$ cat src/rtl/mem_arbiter_if.sv
// Bus bundle between the core (fetch + load/store ports), the arbiter and
// the unified single-port memory.
interface mem_arbiter_if #(
    parameter int ADDR_W = 10
);
    logic              if_req;
    logic [31:0]       if_addr;
    logic              if_ready;
    logic [31:0]       if_rdata;

    logic              d_req;
    logic              d_we;
    logic [1:0]        d_size;
    logic              d_unsigned;
    logic [31:0]       d_addr;
    logic [31:0]       d_wdata;
    logic              d_ready;
    logic [31:0]       d_rdata;
    logic              d_misaligned;

    logic              m_en;
    logic [3:0]        m_we;
    logic [ADDR_W-1:0] m_addr;
    logic [31:0]       m_wdata;
    logic [31:0]       m_rdata;

    // Arbiter side
    modport slave (
        input  if_req, if_addr, d_req, d_we, d_size, d_unsigned, d_addr, d_wdata, m_rdata,
        output if_ready, if_rdata, d_ready, d_rdata, d_misaligned, m_en, m_we, m_addr, m_wdata
    );

    // Core + memory side
    modport master (
        output if_req, if_addr, d_req, d_we, d_size, d_unsigned, d_addr, d_wdata, m_rdata,
        input  if_ready, if_rdata, d_ready, d_rdata, d_misaligned, m_en, m_we, m_addr, m_wdata
    );
endinterface

$ cat src/rtl/mem_arbiter.sv
// Arbiter/sequencer for the unified code/data memory: one access per grant,
// data priority with a bounded run before a waiting fetch is forced in.
//
// state  | meaning
// IDLE   | evaluate grant; misaligned data goes straight to DONE
// ACCESS | m_en high, store lanes driven
// RESP   | capture m_rdata, extend load data
// DONE   | one-cycle ready pulse to the granted requester
module mem_arbiter #(
    parameter int ADDR_W       = 10,
    parameter int MAX_DATA_RUN = 4
) (
    input  logic          clk,
    input  logic          rst,
    mem_arbiter_if.slave  bus
);
    localparam int RUN_W = $clog2(MAX_DATA_RUN + 1);

    typedef enum logic [1:0] {IDLE, ACCESS, RESP, DONE} state_t;

    state_t           state;
    logic [RUN_W-1:0] run_cnt;
    logic             gnt_data;
    logic             lat_we;
    logic             lat_uns;
    logic [1:0]       lat_size;
    logic [1:0]       lat_lo;

    logic             d_misalign;
    logic             take_data;
    logic [3:0]       st_we;
    logic [31:0]      st_wdata;
    logic [7:0]       ld_byte;
    logic [15:0]      ld_half;
    logic [31:0]      ld_data;

    // Address bits outside the word index are intentionally ignored.
    logic unused_addr_bits;
    assign unused_addr_bits = ^{bus.if_addr[31:ADDR_W+2], bus.if_addr[1:0],
                                bus.d_addr[31:ADDR_W+2]};

    // Grant decision, alignment check and store lane steering from the live request.
    always_comb begin
        d_misalign = 1'b0;
        st_we      = 4'b1111;
        st_wdata   = bus.d_wdata;
        case (bus.d_size)
            2'b00: begin
                st_we    = 4'b0001 << bus.d_addr[1:0];
                st_wdata = {4{bus.d_wdata[7:0]}};
            end
            2'b01: begin
                d_misalign = bus.d_addr[0];
                st_we      = 4'b0011 << {bus.d_addr[1], 1'b0};
                st_wdata   = {2{bus.d_wdata[15:0]}};
            end
            2'b10:   d_misalign = |bus.d_addr[1:0];
            default: d_misalign = 1'b1;
        endcase
        // A waiting fetch only preempts data once the run limit is reached.
        take_data = bus.d_req && (!bus.if_req || run_cnt != RUN_W'(MAX_DATA_RUN));
    end

    // Lane select and sign/zero extension of the returned word for loads.
    always_comb begin
        ld_byte = bus.m_rdata[{lat_lo, 3'b000} +: 8];
        ld_half = bus.m_rdata[{lat_lo[1], 4'b0000} +: 16];
        case (lat_size)
            2'b00:   ld_data = {{24{~lat_uns & ld_byte[7]}}, ld_byte};
            2'b01:   ld_data = {{16{~lat_uns & ld_half[15]}}, ld_half};
            default: ld_data = bus.m_rdata;
        endcase
    end

    // Sequencer FSM with all memory and response outputs registered.
    always_ff @(posedge clk or posedge rst) begin
        if (rst) begin
            state            <= IDLE;
            run_cnt          <= '0;
            gnt_data         <= 1'b0;
            lat_we           <= 1'b0;
            lat_uns          <= 1'b0;
            lat_size         <= 2'b00;
            lat_lo           <= 2'b00;
            bus.m_en         <= 1'b0;
            bus.m_we         <= 4'b0000;
            bus.m_addr       <= '0;
            bus.m_wdata      <= '0;
            bus.if_ready     <= 1'b0;
            bus.if_rdata     <= '0;
            bus.d_ready      <= 1'b0;
            bus.d_rdata      <= '0;
            bus.d_misaligned <= 1'b0;
        end else begin
            case (state)
                IDLE: begin
                    if (!bus.if_req) run_cnt <= '0;
                    if (take_data) begin
                        // take_data with if_req high implies run_cnt < MAX, so no overflow.
                        if (bus.if_req) run_cnt <= run_cnt + 1'b1;
                        gnt_data <= 1'b1;
                        lat_we   <= bus.d_we;
                        lat_uns  <= bus.d_unsigned;
                        lat_size <= bus.d_size;
                        lat_lo   <= bus.d_addr[1:0];
                        if (d_misalign) begin
                            bus.d_ready      <= 1'b1;
                            bus.d_misaligned <= 1'b1;
                            bus.d_rdata      <= '0;
                            state            <= DONE;
                        end else begin
                            bus.m_en    <= 1'b1;
                            bus.m_addr  <= bus.d_addr[ADDR_W+1:2];
                            bus.m_we    <= bus.d_we ? st_we : 4'b0000;
                            bus.m_wdata <= st_wdata;
                            state       <= ACCESS;
                        end
                    end else if (bus.if_req) begin
                        run_cnt    <= '0;
                        gnt_data   <= 1'b0;
                        lat_we     <= 1'b0;
                        bus.m_en   <= 1'b1;
                        bus.m_addr <= bus.if_addr[ADDR_W+1:2];
                        bus.m_we   <= 4'b0000;
                        state      <= ACCESS;
                    end
                end
                ACCESS: begin
                    bus.m_en <= 1'b0;
                    bus.m_we <= 4'b0000;
                    state    <= RESP;
                end
                RESP: begin
                    if (gnt_data) begin
                        bus.d_rdata      <= lat_we ? 32'h0 : ld_data;
                        bus.d_ready      <= 1'b1;
                        bus.d_misaligned <= 1'b0;
                    end else begin
                        bus.if_rdata <= bus.m_rdata;
                        bus.if_ready <= 1'b1;
                    end
                    state <= DONE;
                end
                default: begin
                    bus.if_ready     <= 1'b0;
                    bus.d_ready      <= 1'b0;
                    bus.d_misaligned <= 1'b0;
                    state            <= IDLE;
                end
            endcase
        end
    end
endmodule

$ cat src/flat_wrapper.sv
// flat-port wrapper written by rule: the top's interface ports become plain ports
module mem_arbiter_flat 
#(
    parameter int ADDR_W       = 10,
    parameter int MAX_DATA_RUN = 4
)
  (clk, rst, bus_if_req, bus_if_addr, bus_d_req, bus_d_we, bus_d_size, bus_d_unsigned, bus_d_addr, bus_d_wdata, bus_m_rdata, bus_if_ready, bus_if_rdata, bus_d_ready, bus_d_rdata, bus_d_misaligned, bus_m_en, bus_m_we, bus_m_addr, bus_m_wdata);
  mem_arbiter_if #(.ADDR_W(ADDR_W)) bus_i ();
  input  logic clk;
  input  logic rst;
  input wire logic [$bits(bus_i.if_req)-1:0] bus_if_req;
  input wire logic [$bits(bus_i.if_addr)-1:0] bus_if_addr;
  input wire logic [$bits(bus_i.d_req)-1:0] bus_d_req;
  input wire logic [$bits(bus_i.d_we)-1:0] bus_d_we;
  input wire logic [$bits(bus_i.d_size)-1:0] bus_d_size;
  input wire logic [$bits(bus_i.d_unsigned)-1:0] bus_d_unsigned;
  input wire logic [$bits(bus_i.d_addr)-1:0] bus_d_addr;
  input wire logic [$bits(bus_i.d_wdata)-1:0] bus_d_wdata;
  input wire logic [$bits(bus_i.m_rdata)-1:0] bus_m_rdata;
  output wire logic [$bits(bus_i.if_ready)-1:0] bus_if_ready;
  output wire logic [$bits(bus_i.if_rdata)-1:0] bus_if_rdata;
  output wire logic [$bits(bus_i.d_ready)-1:0] bus_d_ready;
  output wire logic [$bits(bus_i.d_rdata)-1:0] bus_d_rdata;
  output wire logic [$bits(bus_i.d_misaligned)-1:0] bus_d_misaligned;
  output wire logic [$bits(bus_i.m_en)-1:0] bus_m_en;
  output wire logic [$bits(bus_i.m_we)-1:0] bus_m_we;
  output wire logic [$bits(bus_i.m_addr)-1:0] bus_m_addr;
  output wire logic [$bits(bus_i.m_wdata)-1:0] bus_m_wdata;
  assign bus_i.if_req = bus_if_req;
  assign bus_i.if_addr = bus_if_addr;
  assign bus_i.d_req = bus_d_req;
  assign bus_i.d_we = bus_d_we;
  assign bus_i.d_size = bus_d_size;
  assign bus_i.d_unsigned = bus_d_unsigned;
  assign bus_i.d_addr = bus_d_addr;
  assign bus_i.d_wdata = bus_d_wdata;
  assign bus_i.m_rdata = bus_m_rdata;
  assign bus_if_ready = bus_i.if_ready;
  assign bus_if_rdata = bus_i.if_rdata;
  assign bus_d_ready = bus_i.d_ready;
  assign bus_d_rdata = bus_i.d_rdata;
  assign bus_d_misaligned = bus_i.d_misaligned;
  assign bus_m_en = bus_i.m_en;
  assign bus_m_we = bus_i.m_we;
  assign bus_m_addr = bus_i.m_addr;
  assign bus_m_wdata = bus_i.m_wdata;
  mem_arbiter #(.ADDR_W(ADDR_W), .MAX_DATA_RUN(MAX_DATA_RUN)) u_core (.clk(clk), .rst(rst), .bus(bus_i));
endmodule
$ cat config.mk
export PLATFORM = sky130hd
export DESIGN_NAME = mem_arbiter_flat
export DESIGN_NICKNAME = d
export VERILOG_FILES = /design/src/rtl/mem_arbiter_if.sv /design/src/rtl/mem_arbiter.sv /design/src/flat_wrapper.sv
export SDC_FILE = /design/constraint.sdc
export NUM_CORES = 1
export LEC_CHECK = 0
export CAP_MARGIN = 15
export CORE_UTILIZATION = 35
export CTS_BUF_LIST = sky130_fd_sc_hd__clkbuf_2
export CTS_CLUSTER_DIAMETER = 30
export DETAILED_ROUTE_END_ITERATION = 6
export GPL_ROUTABILITY_DRIVEN = 0
export GPL_TIMING_DRIVEN = 0
export PLACE_DENSITY_LB_ADDON = 0.25
export SLEW_MARGIN = 20
export SYNTH_ARGS = -nofsm -noshare
export SYNTH_HDL_FRONTEND = slang
export SYNTH_SLANG_ARGS = --single-unit
$ cat constraint.sdc
create_clock -name clk -period 6.83 [get_ports clk]
set_input_delay 0.683 -clock clk [delete_from_list [all_inputs] [get_ports clk]]
set_output_delay 0.683 -clock clk [all_outputs]
set_load 0.1 [all_outputs]
==> metrics.cfg, run 1 <==
[run_status]
status=completed

[clock_tree]
clock_latency_ns=0.67
hold_buffers=0
cts_tree=built
cts_setup_buffers=0
htreeDepth=4
root_buffer=clkbuf_2
cts.clk_slew.worst_paths_ns=0.19
cts_buffer_depth=2
ctsResizeCount=0
cts_made_buffers=17
cts_sinks=126

[critical_path]
crit_path_cell_trace=clkdlybuf4s50_1
startpoint_type=register
cpPeakStageDelay_ns=1.16
worstSetupPathType=reg -> out
worstPathBufferInverterCount=1
required_ns=6.15
slowest_stage=clkdlybuf4s50_1
crit_fanout=2
cp.arrival_ns=2.24
endpoint_kind=output port
critical_path.top_delay_family=buffers and inverters
r2r_start=u_core.state[0]
crit_start=u_core.bus.d_rdata[14]

[drt]
vias=5132
drtPass1Iterations=5
via_per_inst=5.10
final_antenna_net_count=0
detail_route.wirelength_um=17600
wl_per_cell_um=17.5
drtIter0Drc=298
drc_errors=0

[synth]
syn-num-nets=690
syn_inst=548
synthTopCellsByArea=dfrtp_1, mux2_2, mux2i_1
synth_top_cell_area_share_pct=53.6
async_flop_share_pct=100
yosysWarnings=0
netlist_area_sq_um=5880
yosysUniqueCellTypes=41
synth-seq-cells=126
synth_commonest_cells=dfrtp_1, nand2_1, o21ai_0
synth_area_per_cell_sq_um=10.7
synth_flop_cell=dfrtp_1
yosysSeqAreaShare_pct=53.6
yosysMostFrequentCell=dfrtp_1
synth_edf_count=0
yosysTopAreaCell=dfrtp_1

[die]
die_w_um=132
dieArea_sq_um=17300
initial_core_util_pct=35.7
die_h_um=132
pin_count=250
rows=47
coreArea_sq_um=16500

[sta]
finalHoldViolCount=0
maxSlewViolCount=0
rsz0062_at_grt=no
slew_headroom_pct=31.6
fin_crit_sh_pct=42.8
period_needed_ns=2.92
worst_pin_slew_ns=1.02
finalSetupViolCount=0
fmax_ghz=0.342
finalSetupTns_ns=0
fin_skew_ns=0.0291

[placement]
port_buffers=205
hpwl_um=13300

[global_route]
overflow=0
grt_pass1_vias=5187
grt_usage_pct=21.0
grt_first_pass_wirelength_um=28300
grt_max_degree=66
antenna_found_initial=0

[cells_and_area]
num-nets-final=915
fill_cells=1518
layout.area.seq_sq_um=3150
drive_above_1_share_pct=10.9
area.growth.synth_to_final_pct=43.9
antenna_cells=0
multi_input_area_sq_um=2490

[run]
cap_viol_max_count=0

[worst_hold_path]
hold_class=in -> async

==> metal layers <==
metal	routed length, um	track usage [%]
met1	7760	26.5
met2	8600	35.3
met3	988	5.67
met4	260	5.75
met5	0	0
==> sequential cells by signal, indices dropped and copies added, names as in the netlist, 3 cells and up <==
| name | count |
|---|---|
| u_core.bus.m_we | 4 |
| u_core.bus.if_rdata | 32 |
| u_core.bus.m_wdata | 32 |
| u_core.run_cnt | 3 |
| u_core.bus.m_addr | 10 |
| u_core.bus.d_rdata | 32 |
==> cell usage in the layout, fill, tap and decap left out, types with 14 or more instances in the layout <==
cell type        synthesis  final
inv_1                   15     14
o2bb2ai_1               19     19
nand2_1                 73     73
a22o_1                  17     17
a21oi_1                 24     24
o21ai_0                 44     44
dfrtp_1                126    126
mux2_2                  36     36
clkdlybuf4s50_1          0    205
a21o_1                  16     16
nor2_1                  28     28
clkbuf_1                27     27
mux2i_1                 32     32
clkbuf_2                 0     20
==> metrics by stage <==
step           utilization, %  hold WS, ns  setup WS, ns  cells  instance area (sq um)
2_1_floorplan               -        0.451          2.79    548                   5880
3_3_place_gp             49.8        0.463          1.01    973                   8210
3_5_place_dp             50.0        0.470          3.86    974                   8240
4_1_cts                  51.4        0.375          3.82   1006                   8460
5_1_grt                  51.4        0.395          3.76   1006                   8460
6_report                 51.4        0.424          3.91   1006                   8460
==> layout make-up <==
class | count | area share [%]
sequential | 126 | 37.3
multi-input combinational | 366 | 29.4
inverter | 15 | 0.725
tap | 220 | 3.25
buffer | 41 | 2.13
timing repair buffer | 206 | 24.6
clock inverter | 12 | 1.42
clock buffer | 20 | 1.18
==> cell families after synthesis <==
logic type | count (synthesis) | share of synthesized area [%]
compound gates | 162 | 18.9
simple gates | 130 | 9.83
flops | 126 | 53.6
mux | 68 | 12.3
buf+inv | 56 | 4.02
fa+ha+maj | 6 | 1.28
==> final timing paths <==
path                       depth (start not counted)  slack [ns]                endpoint
max                                                1        3.91         bus_d_rdata[14]
min                                                2        0.42  u_core.bus.if_rdata[3]
max reg2reg                                        6        4.63  u_core.bus.if_rdata[6]
min reg2reg                                        2        0.50  u_core.bus.m_wdata[26]
max in group asynchronous                          3        5.69     u_core.bus.if_ready
min in group clk                                   2        0.50  u_core.bus.m_wdata[26]
Power of run 1 is left out: the tool's default activity adds up to more than one toggle a clock period on the data nets, which glitch-free logic cannot reach.
==> inputs of run 2 (changes only) <==
==> constraint.sdc (replaced) <==
create_clock -name clk -period 2.7 [get_ports clk]
set_input_delay 0.27 -clock clk [delete_from_list [all_inputs] [get_ports clk]]
set_output_delay 0.27 -clock clk [all_outputs]
set_load 0.1 [all_outputs]
==> run 2 against run 1 <==
First-iteration DRC count decreased by 5.7%. Design area increased by 0.93%. Register-to-register slack got worse by 4.2 ns.
==> metrics.cfg, run 2 (synthesized netlist as in run 1, its figures left out) <==
[clock_tree]
cts_tree=built
cts_made_buffers=17
clock_latency_ns=0.71
htreeDepth=4
cts.clk_slew.worst_paths_ns=0.20
cts_sinks=126
cts_setup_buffers=0
root_buffer=clkbuf_2
cts_buffer_depth=2

[critical_path]
worstPathBufferInverterCount=1
cpPeakStageDelay_ns=1.19
critical_path.top_delay_family=buffers and inverters
slowest_stage=clkdlybuf4s50_1
worstSetupPathType=reg -> out
endpoint_kind=output port
crit_path_cell_trace=clkdlybuf4s50_1
crit_fanout=2
cp.arrival_ns=2.29
required_ns=2.43
startpoint_type=register
r2r_slack_ns=0.44

[drt]
drtIter0Drc=281
drc_errors=0
drtPass1Iterations=7
vias=5187
final_antenna_net_count=0
wl_per_cell_um=17.7
via_per_inst=5.14
detail_route.wirelength_um=17900

[global_route]
overflow=0
grt_first_pass_wirelength_um=28600
grt_pass1_vias=5284
grt_usage_pct=21.3
antenna_found_initial=0
grt_max_degree=35

[sta]
finalSetupViolCount=0
period_needed_ns=2.56
slew_headroom_pct=30.4
maxSlewViolCount=0
worst_pin_slew_ns=1.04
finalHoldViolCount=0
fin_crit_sh_pct=94.9
finalSetupTns_ns=0
fin_skew_ns=0.0331
rsz0062_at_grt=no
fin_ws_ns=0.138
fmax_ghz=0.390

[placement]
hpwl_um=13400
pre_cts_slack_ns=0.142
port_buffers=205
placed_cells=977

[cells_and_area]
layout.area.seq_sq_um=3150
antenna_cells=0
area.growth.synth_to_final_pct=45.2
fill_cells=1480
utilization_pct=51.9
stdcell_count=1010
top_regs=u_core.bus.d_rdata x32, u_core.bus.if_rdata x32, u_core.bus.m_wdata x32
final_common_cell=clkdlybuf4s50_1
multi_input_area_sq_um=2490
num-nets-final=919
drive_above_1_share_pct=11.0
final_cell_mix=clkdlybuf4s50_1, dfrtp_1, nand2_1

[die]
dieArea_sq_um=17300
coreArea_sq_um=16500
die_w_um=132
initial_core_util_pct=35.7
pin_count=250
die_h_um=132
rows=47

[run_status]
status=completed

[worst_hold_path]
hold_class=in -> reg

[run]
cap_viol_max_count=0

## run 2: cell count changes in the layout (fill, tap and decap cells not counted), moves of 2 or more
| cell | delta |
|---|---|
| clkinv_1 | +2 |
| clkinv_2 | -3 |
| dlymetal6s2s_1 | +2 |
| buf_12 | +4 |
| clkinv_4 | +4 |
| clkdlybuf4s50_1 | -2 |
| clkbuf_2 | -3 |
## run 2: area by class of cell
class                           count  share of cell area [%]
Inverter                           15                   0.703
Buffer                             41                    2.11
Multi-Input combinational cell    366                    29.2
Clock buffer                       17                   0.996
Tap cell                          220                    3.22
Clock inverter                     15                    1.73
Timing Repair Buffer              210                    25.1
Sequential cell                   126                    36.9
## run 2: worst paths after layout
check | startpoint | end | cells after the start
setup / recovery | u_core.bus.d_rdata[21] | bus_d_rdata[21] | 1
hold / removal | bus_if_addr[3] | u_core.bus.m_addr[1] | 3
setup reg to reg | u_core.state[0] | u_core.bus.m_wdata[1] | 8
hold reg to reg | u_core.bus.m_wdata[15] | u_core.bus.m_wdata[15] | 2
max in group asynchronous | rst | u_core.bus.d_rdata[19] | 5
min in group asynchronous | rst | u_core.bus.if_rdata[6] | 3
## run 2: stage by stage
step                area [sq um]  hold WS (ns)
floorplan                   5880         0.375
global placement            8210         0.464
detailed placement          8290         0.470
CTS                         8530        0.0168
global route                8540       0.00749
finish                      8540        0.0847
## run 2: what timing repair did
item	4_1_cts	5_1_grt
hold buffers	1	0
endpoints found under the hold margin	6	0
endpoints found under the setup margin	0	2
resized for setup	0	2
## run 2: metal layers
| layer | GRT usage [%] | vias to the layer above | wire length (um) |
|---|---|---|---|
| met5 | 0 | - | 0 |
| met4 | 8.01 | 0 | 435 |
| met3 | 6.40 | 31 | 1220 |
| li1 | - | 2419 | - |
| met1 | 27.1 | 2522 | 7820 |
| met2 | 34.0 | 215 | 8410 |
## run 2: worst min-delay path: stages
cell and delay, ns:
clkdlybuf4s50_1 0.39, nand2_1 0.06, a31oi_1 0.07
Power of run 2 is left out for the same reason.
==> inputs of run 3 (changes only) <==
--- a/config.mk
+++ b/config.mk
@@ -5,6 +5,7 @@
 export SDC_FILE = /design/constraint.sdc
 export NUM_CORES = 1
 export LEC_CHECK = 0
+export ABC_CLOCK_PERIOD_IN_PS = 2700
 export CAP_MARGIN = 15
 export CORE_UTILIZATION = 35
 export CTS_BUF_LIST = sky130_fd_sc_hd__clkbuf_2
==> results of run 3 <==
Same layout as run 2: the final DEF is identical, and so are final timing and power.
Power of run 3 is left out for the same reason.
